===== config.mk =====
export PLATFORM = sky130hd
export DESIGN_NAME = branch_resolve_bpu_flat
export DESIGN_NICKNAME = d
export VERILOG_FILES = /design/src/rtl/branch_resolve_bpu_if.sv /design/src/rtl/branch_resolve_bpu.sv /design/src/flat_wrapper.sv
export SDC_FILE = /design/constraint.sdc
export NUM_CORES = 2
export LEC_CHECK = 0
export CORE_MARGIN = 1.5
export CORE_UTILIZATION = 45
export CTS_CLUSTER_DIAMETER = 40
export DETAILED_ROUTE_END_ITERATION = 10
export GPL_TIMING_DRIVEN = 0
export PLACE_DENSITY = 0.62
export SYNTH_ARGS = -nofsm -noshare
export SYNTH_HDL_FRONTEND = slang
export SYNTH_SLANG_ARGS = --single-unit

===== constraint.sdc =====
create_clock -name clk -period 10 [get_ports clk]
set_input_delay 1 -clock clk [delete_from_list [all_inputs] [get_ports clk]]
set_output_delay 1 -clock clk [all_outputs]
set_load 0.1 [all_outputs]

===== src/rtl/branch_resolve_bpu_if.sv =====
// EX/IF-side bundle for the branch resolve unit: BTB lookup, EX resolve inputs,
// flush/redirect and performance counters.
interface branch_resolve_bpu_if #(
    parameter int CNT_W = 32
);
    logic [31:0]      if_pc;
    logic             if_pred_taken;
    logic [31:0]      if_pred_target;

    logic             ex_valid;
    logic             ex_stall;
    logic [9:0]       ex_br_type;
    logic [31:0]      ex_pc;
    logic [31:0]      ex_imm;
    logic [31:0]      ex_rdata1;
    logic [31:0]      ex_rdata2;
    logic             ex_pred_taken;
    logic [31:0]      ex_pred_target;

    logic             flush;
    logic [31:0]      redirect_pc;
    logic [CNT_W-1:0] br_cnt;
    logic [CNT_W-1:0] mispred_cnt;

    modport master (
        output if_pc, ex_valid, ex_stall, ex_br_type, ex_pc, ex_imm,
               ex_rdata1, ex_rdata2, ex_pred_taken, ex_pred_target,
        input  if_pred_taken, if_pred_target, flush, redirect_pc,
               br_cnt, mispred_cnt
    );

    modport slave (
        input  if_pc, ex_valid, ex_stall, ex_br_type, ex_pc, ex_imm,
               ex_rdata1, ex_rdata2, ex_pred_taken, ex_pred_target,
        output if_pred_taken, if_pred_target, flush, redirect_pc,
               br_cnt, mispred_cnt
    );
endinterface


===== src/rtl/branch_resolve_bpu.sv =====
// EX-stage LoongArch branch resolver with a direct-mapped 2-bit-counter BTB,
// registered mispredict flush/redirect and saturating perf counters.
module branch_resolve_bpu #(
    parameter int ENTRIES = 64,
    parameter int TAG_W   = 10,
    parameter int CNT_W   = 32
) (
    input  logic                clk,
    input  logic                rst,
    branch_resolve_bpu_if.slave bus
);
    localparam int IW = $clog2(ENTRIES);

    logic             valid_q  [ENTRIES];
    logic [TAG_W-1:0] tag_q    [ENTRIES];
    logic [31:0]      target_q [ENTRIES];
    logic [1:0]       ctr_q    [ENTRIES];

    logic             flush_q;
    logic [31:0]      redirect_q;
    logic [CNT_W-1:0] br_cnt_q;
    logic [CNT_W-1:0] mispred_cnt_q;

    // IF lookup reads only registered state, so a same-cycle update is not visible.
    logic [IW-1:0]    lk_idx;
    logic [TAG_W-1:0] lk_tag;
    logic             lk_taken;

    assign lk_idx   = bus.if_pc[IW+1:2];
    assign lk_tag   = bus.if_pc[IW+TAG_W+1:IW+2];
    assign lk_taken = valid_q[lk_idx] && (tag_q[lk_idx] == lk_tag) && ctr_q[lk_idx][1];

    assign bus.if_pred_taken  = lk_taken;
    assign bus.if_pred_target = lk_taken ? target_q[lk_idx] : bus.if_pc + 32'd4;

    logic [9:0]       bt;
    logic             is_cond, is_uncond, is_branch;
    logic             eq, lt_s, lt_u, taken, mispred, resolve;
    logic [31:0]      actual_next;
    logic [IW-1:0]    ex_idx;
    logic [TAG_W-1:0] ex_tag;
    logic             ex_hit;

    assign bt        = bus.ex_br_type;
    assign is_cond   = |bt[9:4];
    assign is_uncond = |bt[3:1];
    assign is_branch = (is_cond | is_uncond) & ~bt[0];
    assign eq        = bus.ex_rdata1 == bus.ex_rdata2;
    assign lt_s      = $signed(bus.ex_rdata1) < $signed(bus.ex_rdata2);
    assign lt_u      = bus.ex_rdata1 < bus.ex_rdata2;

    assign taken = bt[1] | bt[2] | bt[3]
                 | (bt[4] & eq)   | (bt[5] & ~eq)
                 | (bt[6] & lt_s) | (bt[7] & ~lt_s)
                 | (bt[8] & lt_u) | (bt[9] & ~lt_u);

    assign actual_next = bt[1] ? bus.ex_rdata1 + bus.ex_imm
                       : (taken ? bus.ex_pc + bus.ex_imm : bus.ex_pc + 32'd4);

    assign mispred = (taken != bus.ex_pred_taken)
                   || (taken && (bus.ex_pred_target != actual_next));

    // The instruction sitting in EX during a flush cycle is wrong-path and squashed.
    assign resolve = bus.ex_valid && !bus.ex_stall && !flush_q;

    assign ex_idx = bus.ex_pc[IW+1:2];
    assign ex_tag = bus.ex_pc[IW+TAG_W+1:IW+2];
    assign ex_hit = valid_q[ex_idx] && (tag_q[ex_idx] == ex_tag);

    logic       ent_we, data_we;
    logic       ent_valid_d;
    logic [1:0] ent_ctr_d;

    // NOTE: every always_comb output gets a default first, so no path infers a latch.
    always_comb begin
        ent_we      = 1'b0;
        data_we     = 1'b0;
        ent_valid_d = valid_q[ex_idx];
        ent_ctr_d   = ctr_q[ex_idx];
        if (resolve) begin
            if (is_uncond) begin
                ent_we      = 1'b1;
                data_we     = 1'b1;
                ent_valid_d = 1'b1;
                ent_ctr_d   = 2'b11;
            end else if (is_cond && ex_hit) begin
                ent_we      = 1'b1;
                data_we     = taken;
                ent_valid_d = 1'b1;
                if (taken)
                    ent_ctr_d = (ctr_q[ex_idx] == 2'b11) ? 2'b11 : ctr_q[ex_idx] + 2'd1;
                else
                    ent_ctr_d = (ctr_q[ex_idx] == 2'b00) ? 2'b00 : ctr_q[ex_idx] - 2'd1;
            end else if (is_cond && taken) begin
                ent_we      = 1'b1;
                data_we     = 1'b1;
                ent_valid_d = 1'b1;
                ent_ctr_d   = 2'b10;
            end else if (!is_branch && ex_hit) begin
                ent_we      = 1'b1;
                ent_valid_d = 1'b0;
            end
        end
    end

    // NOTE: sequential state uses non-blocking assignments so all registers see pre-edge values.
    always_ff @(posedge clk) begin
        if (rst) begin
            flush_q       <= 1'b0;
            redirect_q    <= '0;
            br_cnt_q      <= '0;
            mispred_cnt_q <= '0;
            for (int i = 0; i < ENTRIES; i++) begin
                valid_q[i] <= 1'b0;
                ctr_q[i]   <= 2'b01;
            end
        end else begin
            flush_q <= resolve && mispred;
            if (resolve) begin
                redirect_q <= actual_next;
                if (is_branch && (br_cnt_q != '1))
                    br_cnt_q <= br_cnt_q + 1'b1;
                if (mispred && (mispred_cnt_q != '1))
                    mispred_cnt_q <= mispred_cnt_q + 1'b1;
            end
            if (ent_we) begin
                valid_q[ex_idx] <= ent_valid_d;
                ctr_q[ex_idx]   <= ent_ctr_d;
            end
        end
    end

    // NOTE: tag/target storage is left unreset; valid gates every use of it.
    always_ff @(posedge clk) begin
        if (!rst && data_we) begin
            tag_q[ex_idx]    <= ex_tag;
            target_q[ex_idx] <= actual_next;
        end
    end

    assign bus.flush       = flush_q;
    assign bus.redirect_pc = redirect_q;
    assign bus.br_cnt      = br_cnt_q;
    assign bus.mispred_cnt = mispred_cnt_q;
endmodule


===== src/flat_wrapper.sv =====
// flat-port wrapper written by rule: the top's interface ports become plain ports
module branch_resolve_bpu_flat 
#(
    parameter int ENTRIES = 64,
    parameter int TAG_W   = 10,
    parameter int CNT_W   = 32
)
  (clk, rst, bus_if_pc, bus_ex_valid, bus_ex_stall, bus_ex_br_type, bus_ex_pc, bus_ex_imm, bus_ex_rdata1, bus_ex_rdata2, bus_ex_pred_taken, bus_ex_pred_target, bus_if_pred_taken, bus_if_pred_target, bus_flush, bus_redirect_pc, bus_br_cnt, bus_mispred_cnt);
  branch_resolve_bpu_if #(.CNT_W(CNT_W)) bus_i ();
  input  logic clk;
  input  logic rst;
  input wire logic [$bits(bus_i.if_pc)-1:0] bus_if_pc;
  input wire logic [$bits(bus_i.ex_valid)-1:0] bus_ex_valid;
  input wire logic [$bits(bus_i.ex_stall)-1:0] bus_ex_stall;
  input wire logic [$bits(bus_i.ex_br_type)-1:0] bus_ex_br_type;
  input wire logic [$bits(bus_i.ex_pc)-1:0] bus_ex_pc;
  input wire logic [$bits(bus_i.ex_imm)-1:0] bus_ex_imm;
  input wire logic [$bits(bus_i.ex_rdata1)-1:0] bus_ex_rdata1;
  input wire logic [$bits(bus_i.ex_rdata2)-1:0] bus_ex_rdata2;
  input wire logic [$bits(bus_i.ex_pred_taken)-1:0] bus_ex_pred_taken;
  input wire logic [$bits(bus_i.ex_pred_target)-1:0] bus_ex_pred_target;
  output wire logic [$bits(bus_i.if_pred_taken)-1:0] bus_if_pred_taken;
  output wire logic [$bits(bus_i.if_pred_target)-1:0] bus_if_pred_target;
  output wire logic [$bits(bus_i.flush)-1:0] bus_flush;
  output wire logic [$bits(bus_i.redirect_pc)-1:0] bus_redirect_pc;
  output wire logic [$bits(bus_i.br_cnt)-1:0] bus_br_cnt;
  output wire logic [$bits(bus_i.mispred_cnt)-1:0] bus_mispred_cnt;
  assign bus_i.if_pc = bus_if_pc;
  assign bus_i.ex_valid = bus_ex_valid;
  assign bus_i.ex_stall = bus_ex_stall;
  assign bus_i.ex_br_type = bus_ex_br_type;
  assign bus_i.ex_pc = bus_ex_pc;
  assign bus_i.ex_imm = bus_ex_imm;
  assign bus_i.ex_rdata1 = bus_ex_rdata1;
  assign bus_i.ex_rdata2 = bus_ex_rdata2;
  assign bus_i.ex_pred_taken = bus_ex_pred_taken;
  assign bus_i.ex_pred_target = bus_ex_pred_target;
  assign bus_if_pred_taken = bus_i.if_pred_taken;
  assign bus_if_pred_target = bus_i.if_pred_target;
  assign bus_flush = bus_i.flush;
  assign bus_redirect_pc = bus_i.redirect_pc;
  assign bus_br_cnt = bus_i.br_cnt;
  assign bus_mispred_cnt = bus_i.mispred_cnt;
  branch_resolve_bpu #(.ENTRIES(ENTRIES), .TAG_W(TAG_W), .CNT_W(CNT_W)) u_core (.clk(clk), .rst(rst), .bus(bus_i));
endmodule

==> out/summary.log <==
qor: run_status.outcome finished with violations
qor: run_status.failed_checks antenna violations, max-capacitance violations, max-slew violations, negative setup slack
qor: power.static_leak 49.4 nW
qor: final_layout.multiInputGateArea 38100 um2
qor: worst_setup_path.critical_path.startpoint_type primary input
qor: synthesis.part_of_the_yosys_area_used_for_sequential_elements 69.2%
qor: power.power 32.3 mW
qor: global_route.pin_count_of_the_biggest_net_entering_global_routing 66
qor: die.die_width 536 um
qor: sta.setup_slack -0.352 ns
qor: power.power_density 209 nW/um2
qor: route.routed_wl_per_cell 39.6 um
qor: final_layout.layout-drive-gt1-share 25.8%
qor: sta.finalSetupViolCount 72
qor: synthesis.post_synthesis_cell_count 7001
qor: sta.final-hold-violation-count 0
qor: clock_tree.post-cts-setup-buffers 0
qor: clock_tree.cts_max_level 5
qor: final_layout.n_fill_cell 21600
qor: global_route.grt_pass1_vias 78300
qor: clock_tree.tritoncts_clock_tree done
qor: synthesis.synth-edff-count 2880
qor: worst_setup_path.crit_arrival 9.35 ns
qor: route.vias 81300
qor: die.core.rowCount 195
qor: sta.finalClockSkew 0.0880 ns
qor: synthesis.synth.avg_cell_area 18.2 um2
qor: sta.worst_pin_slew 1.76 ns
qor: synthesis.postSynthNetCount 7308
qor: final_layout.nets 8258
qor: global_route.final_global_route_overflow_total 0
qor: sta.finalSetupTns -9.25 ns
qor: place.dp.cells 11300
qor: die.die_area 287000 um2
qor: route.drt_pass1_iterations 8
qor: clock_tree.clock_insertion_delay_worst_skew 0.98 ns
qor: global_route.grt_util_all_layers 33.0%
qor: sta.maxSlewHeadroom -17.6%
qor: run.maxCapViolations 19
qor: global_route.grt_first_pass_wirelength 644 mm
qor: clock_tree.clock-root-buffer clkbuf_16
qor: clock_tree.cts_made_buffers 413
qor: place.gpl.final_weighted_congestion 1.03
qor: die.i_o_pin_total 337
qor: place.placement.setup.worst_slack -1.47 ns
qor: final_layout.ff_latch_area 88400 um2
qor: route.antenna_left 1
qor: clock_tree.cts_hold_buffers 0
qor: route.drt_wl_total 478 mm
qor: clock_tree.clock-sinks 2977
qor: sta.minimum_clock_period_after_layout 10.35 ns
qor: power.vdd.ir_drop.worst 150 uV
qor: route.drt-vias-per-instance 6.73
qor: die.fp.coreArea 282000 um2
qor: sta.max_clock_freq 96.6 MHz
qor: clock_tree.clockBufferDepth 4
qor: worst_setup_path.critPathKind in -> out
qor: route.route.detailed.drc 0
qor: synthesis.synth.cell_area 128000 um2
qor: sta.report.final.slew_viol_count 195
qor: global_route.antenna_found_initial 65
qor: place.total_of_buffers_placed_on_input_and_output_ports 332
qor: sta.post-route-period-util 104%
qor: clock_tree.worst_setup_hold_path_clk_slew 0.05 ns
qor: final_layout.layout_area_growth_over_synthesis 21.2%
qor: hold_path.hp-class reg -> reg
qor: synthesis.ys_types 92
qor: synthesis.synth.yosys.warnings 0
qor: die.die_height 536 um
qor: synthesis.yosys_most_used_dff edfxtp_1
qor: synthesis.synth_seq_cells 2977
qor: route.detail_route.iter0.violations 14400
qor: die.start_util 45.3%
qor: worst_setup_path.timing.critical_path.required 9.00 ns
qor: worst_setup_path.path_max_fanout 10
qor: worst_setup_path.critPathCaptureType output pin
qor: place.hpwlAfterDp 338 mm
qor: synthesis.async_reset_ff_share 0%
qor: final_layout.stdcell_count 12100
logic make-up (layout without fill, tap and decap cells):
group | Yosys count | count (layout) | synth area share (%)
DFF | 2977 | 2977 | 69.2
and+or+nand+nor | 1255 | 1255 | 4.47
muxes | 1094 | 1094 | 17.8
AOI/OAI and AO/OA | 865 | 865 | 4.59
buffers and inverters | 516 | 1814 | 1.60
xor gates and xnor gates | 193 | 193 | 1.32
adders and majority gates | 101 | 101 | 0.999
other | 0 | 38 | 0
worst max-delay path: stages:
cell and delay, ns:
clkdlybuf4s50_1 0.75, clkbuf_1 0.37, clkbuf_2 0.51, buf_1 0.71, clkbuf_1 0.79, nand3_1 0.16, o211ai_1 0.20, o21ai_0 0.25
mux4_2 0.58, mux4_2 0.67, nor4bb_1 0.32, nand4b_1 0.13, clkbuf_1 0.45, clkbuf_1 0.51, a21oi_1 0.95, dlygate4sd2_1 0.94
final cells by class:
cell class                 instances  area share [%]
antenna                           38          0.0614
buffer                           445            1.27
clock buffer                     477            6.95
clock inverter                   286            2.15
inverter                          70           0.170
multi-input combinational       3508            24.6
sequential                      2977            57.1
tap                             3743            3.03
timing repair buffer             536            4.68
per-layer routing:
layer	up-vias	GRT usage (%)	wire, um
li1	31100	-	-
met1	42000	42.3	170000
met2	6614	49.2	211000
met3	1584	11.8	65400
met4	50	17.7	30900
met5	-	0.150	402
path summary, 6_finish.rpt:
check                        startpoint                         end  slack (ns)  cells past startpoint
min reg2reg  u_core.bus.redirect_pc[28]  u_core.bus.redirect_pc[28]        0.46                      2
max reg2reg         u_core.tag_q[15][4]           u_core.valid_q[3]        2.20                     15
max                        bus_if_pc[3]      bus_if_pred_target[15]       -0.35                     16
min          u_core.bus.redirect_pc[28]  u_core.bus.redirect_pc[28]        0.46                      2
layout by cell type (no fill, tap or decap), drive strengths merged, types with 21 or more instances in the layout:
cell / n
bufinv: 51
clkbuf: 787
nand4: 40
nand2: 374
a211oi: 21
a31oi: 26
a21o: 38
o31ai: 31
a21oi: 213
a221oi: 102
a22oi: 77
and3: 34
nor2b: 23
clkinvlp: 52
or4: 31
mux2i: 94
diode: 38
inv: 115
xnor2: 99
ha: 98
mux2: 64
nor2: 433
nor3: 61
o21ai: 155
mux4: 936
buf: 334
a22o: 27
xor2: 94
dfxtp: 97
clkdlybuf4s50: 305
o22ai: 31
nand3: 169
clkinv: 138
o211ai: 38
edfxtp: 2880
metrics by stage:
step / cell area, um2 / util (%) / hold WS [ns]
after floorplan: 128000 / - / 0.888
after global placement: 136000 / 48.1 / 0.444
after global routing: 155000 / 54.8 / 0.493
after CTS: 155000 / 54.8 / 0.465
after detailed placement: 140000 / 49.7 / 0.456
final: 155000 / 54.8 / 0.464
synth_stat cells, types with 34 or more instances:
master	count	area, um2
a22oi_1	76	571
ha_1	98	1230
nand4_1	40	250
and3_1	34	213
buf_2	54	270
a21oi_1	212	1060
nand2_1	372	1400
a21o_1	38	285
o211ai_1	38	285
xnor2_1	99	867
mux4_2	936	21100
clkbuf_1	294	1100
nor3_1	55	275
nor2_1	432	1620
mux2i_1	94	941
edfxtp_1	2880	86500
dfxtp_1	97	1940
mux2_2	60	676
nand3_1	169	846
buf_1	88	330
o21ai_0	147	736
xor2_1	94	823
inv_1	67	251
a221oi_1	101	885
what timing repair did:
item                       CTS  global route
setup endpoints to repair   32            26
gates resized for setup     50            51
gates cloned                 0             0
sequential cells by signal, summed over array words and instances, names as in the netlist:
name / count
u_core.target_q: 2048
u_core.tag_q: 640
u_core.ctr_q: 128
u_core.valid_q: 64
u_core.bus.br_cnt: 32
u_core.bus.mispred_cnt: 32
u_core.bus.redirect_pc: 32
u_core.bus.flush: 1
power breakdown:
part,internal (mW),leakage [nW],switching [mW]
Combinational,1.00,16.0,2.25
Clock,9.11,6.72,5.77
Sequential,14.1,26.7,0.0273
Total,24.3,49.4,8.04
Power figures use the tool's default switching activity.
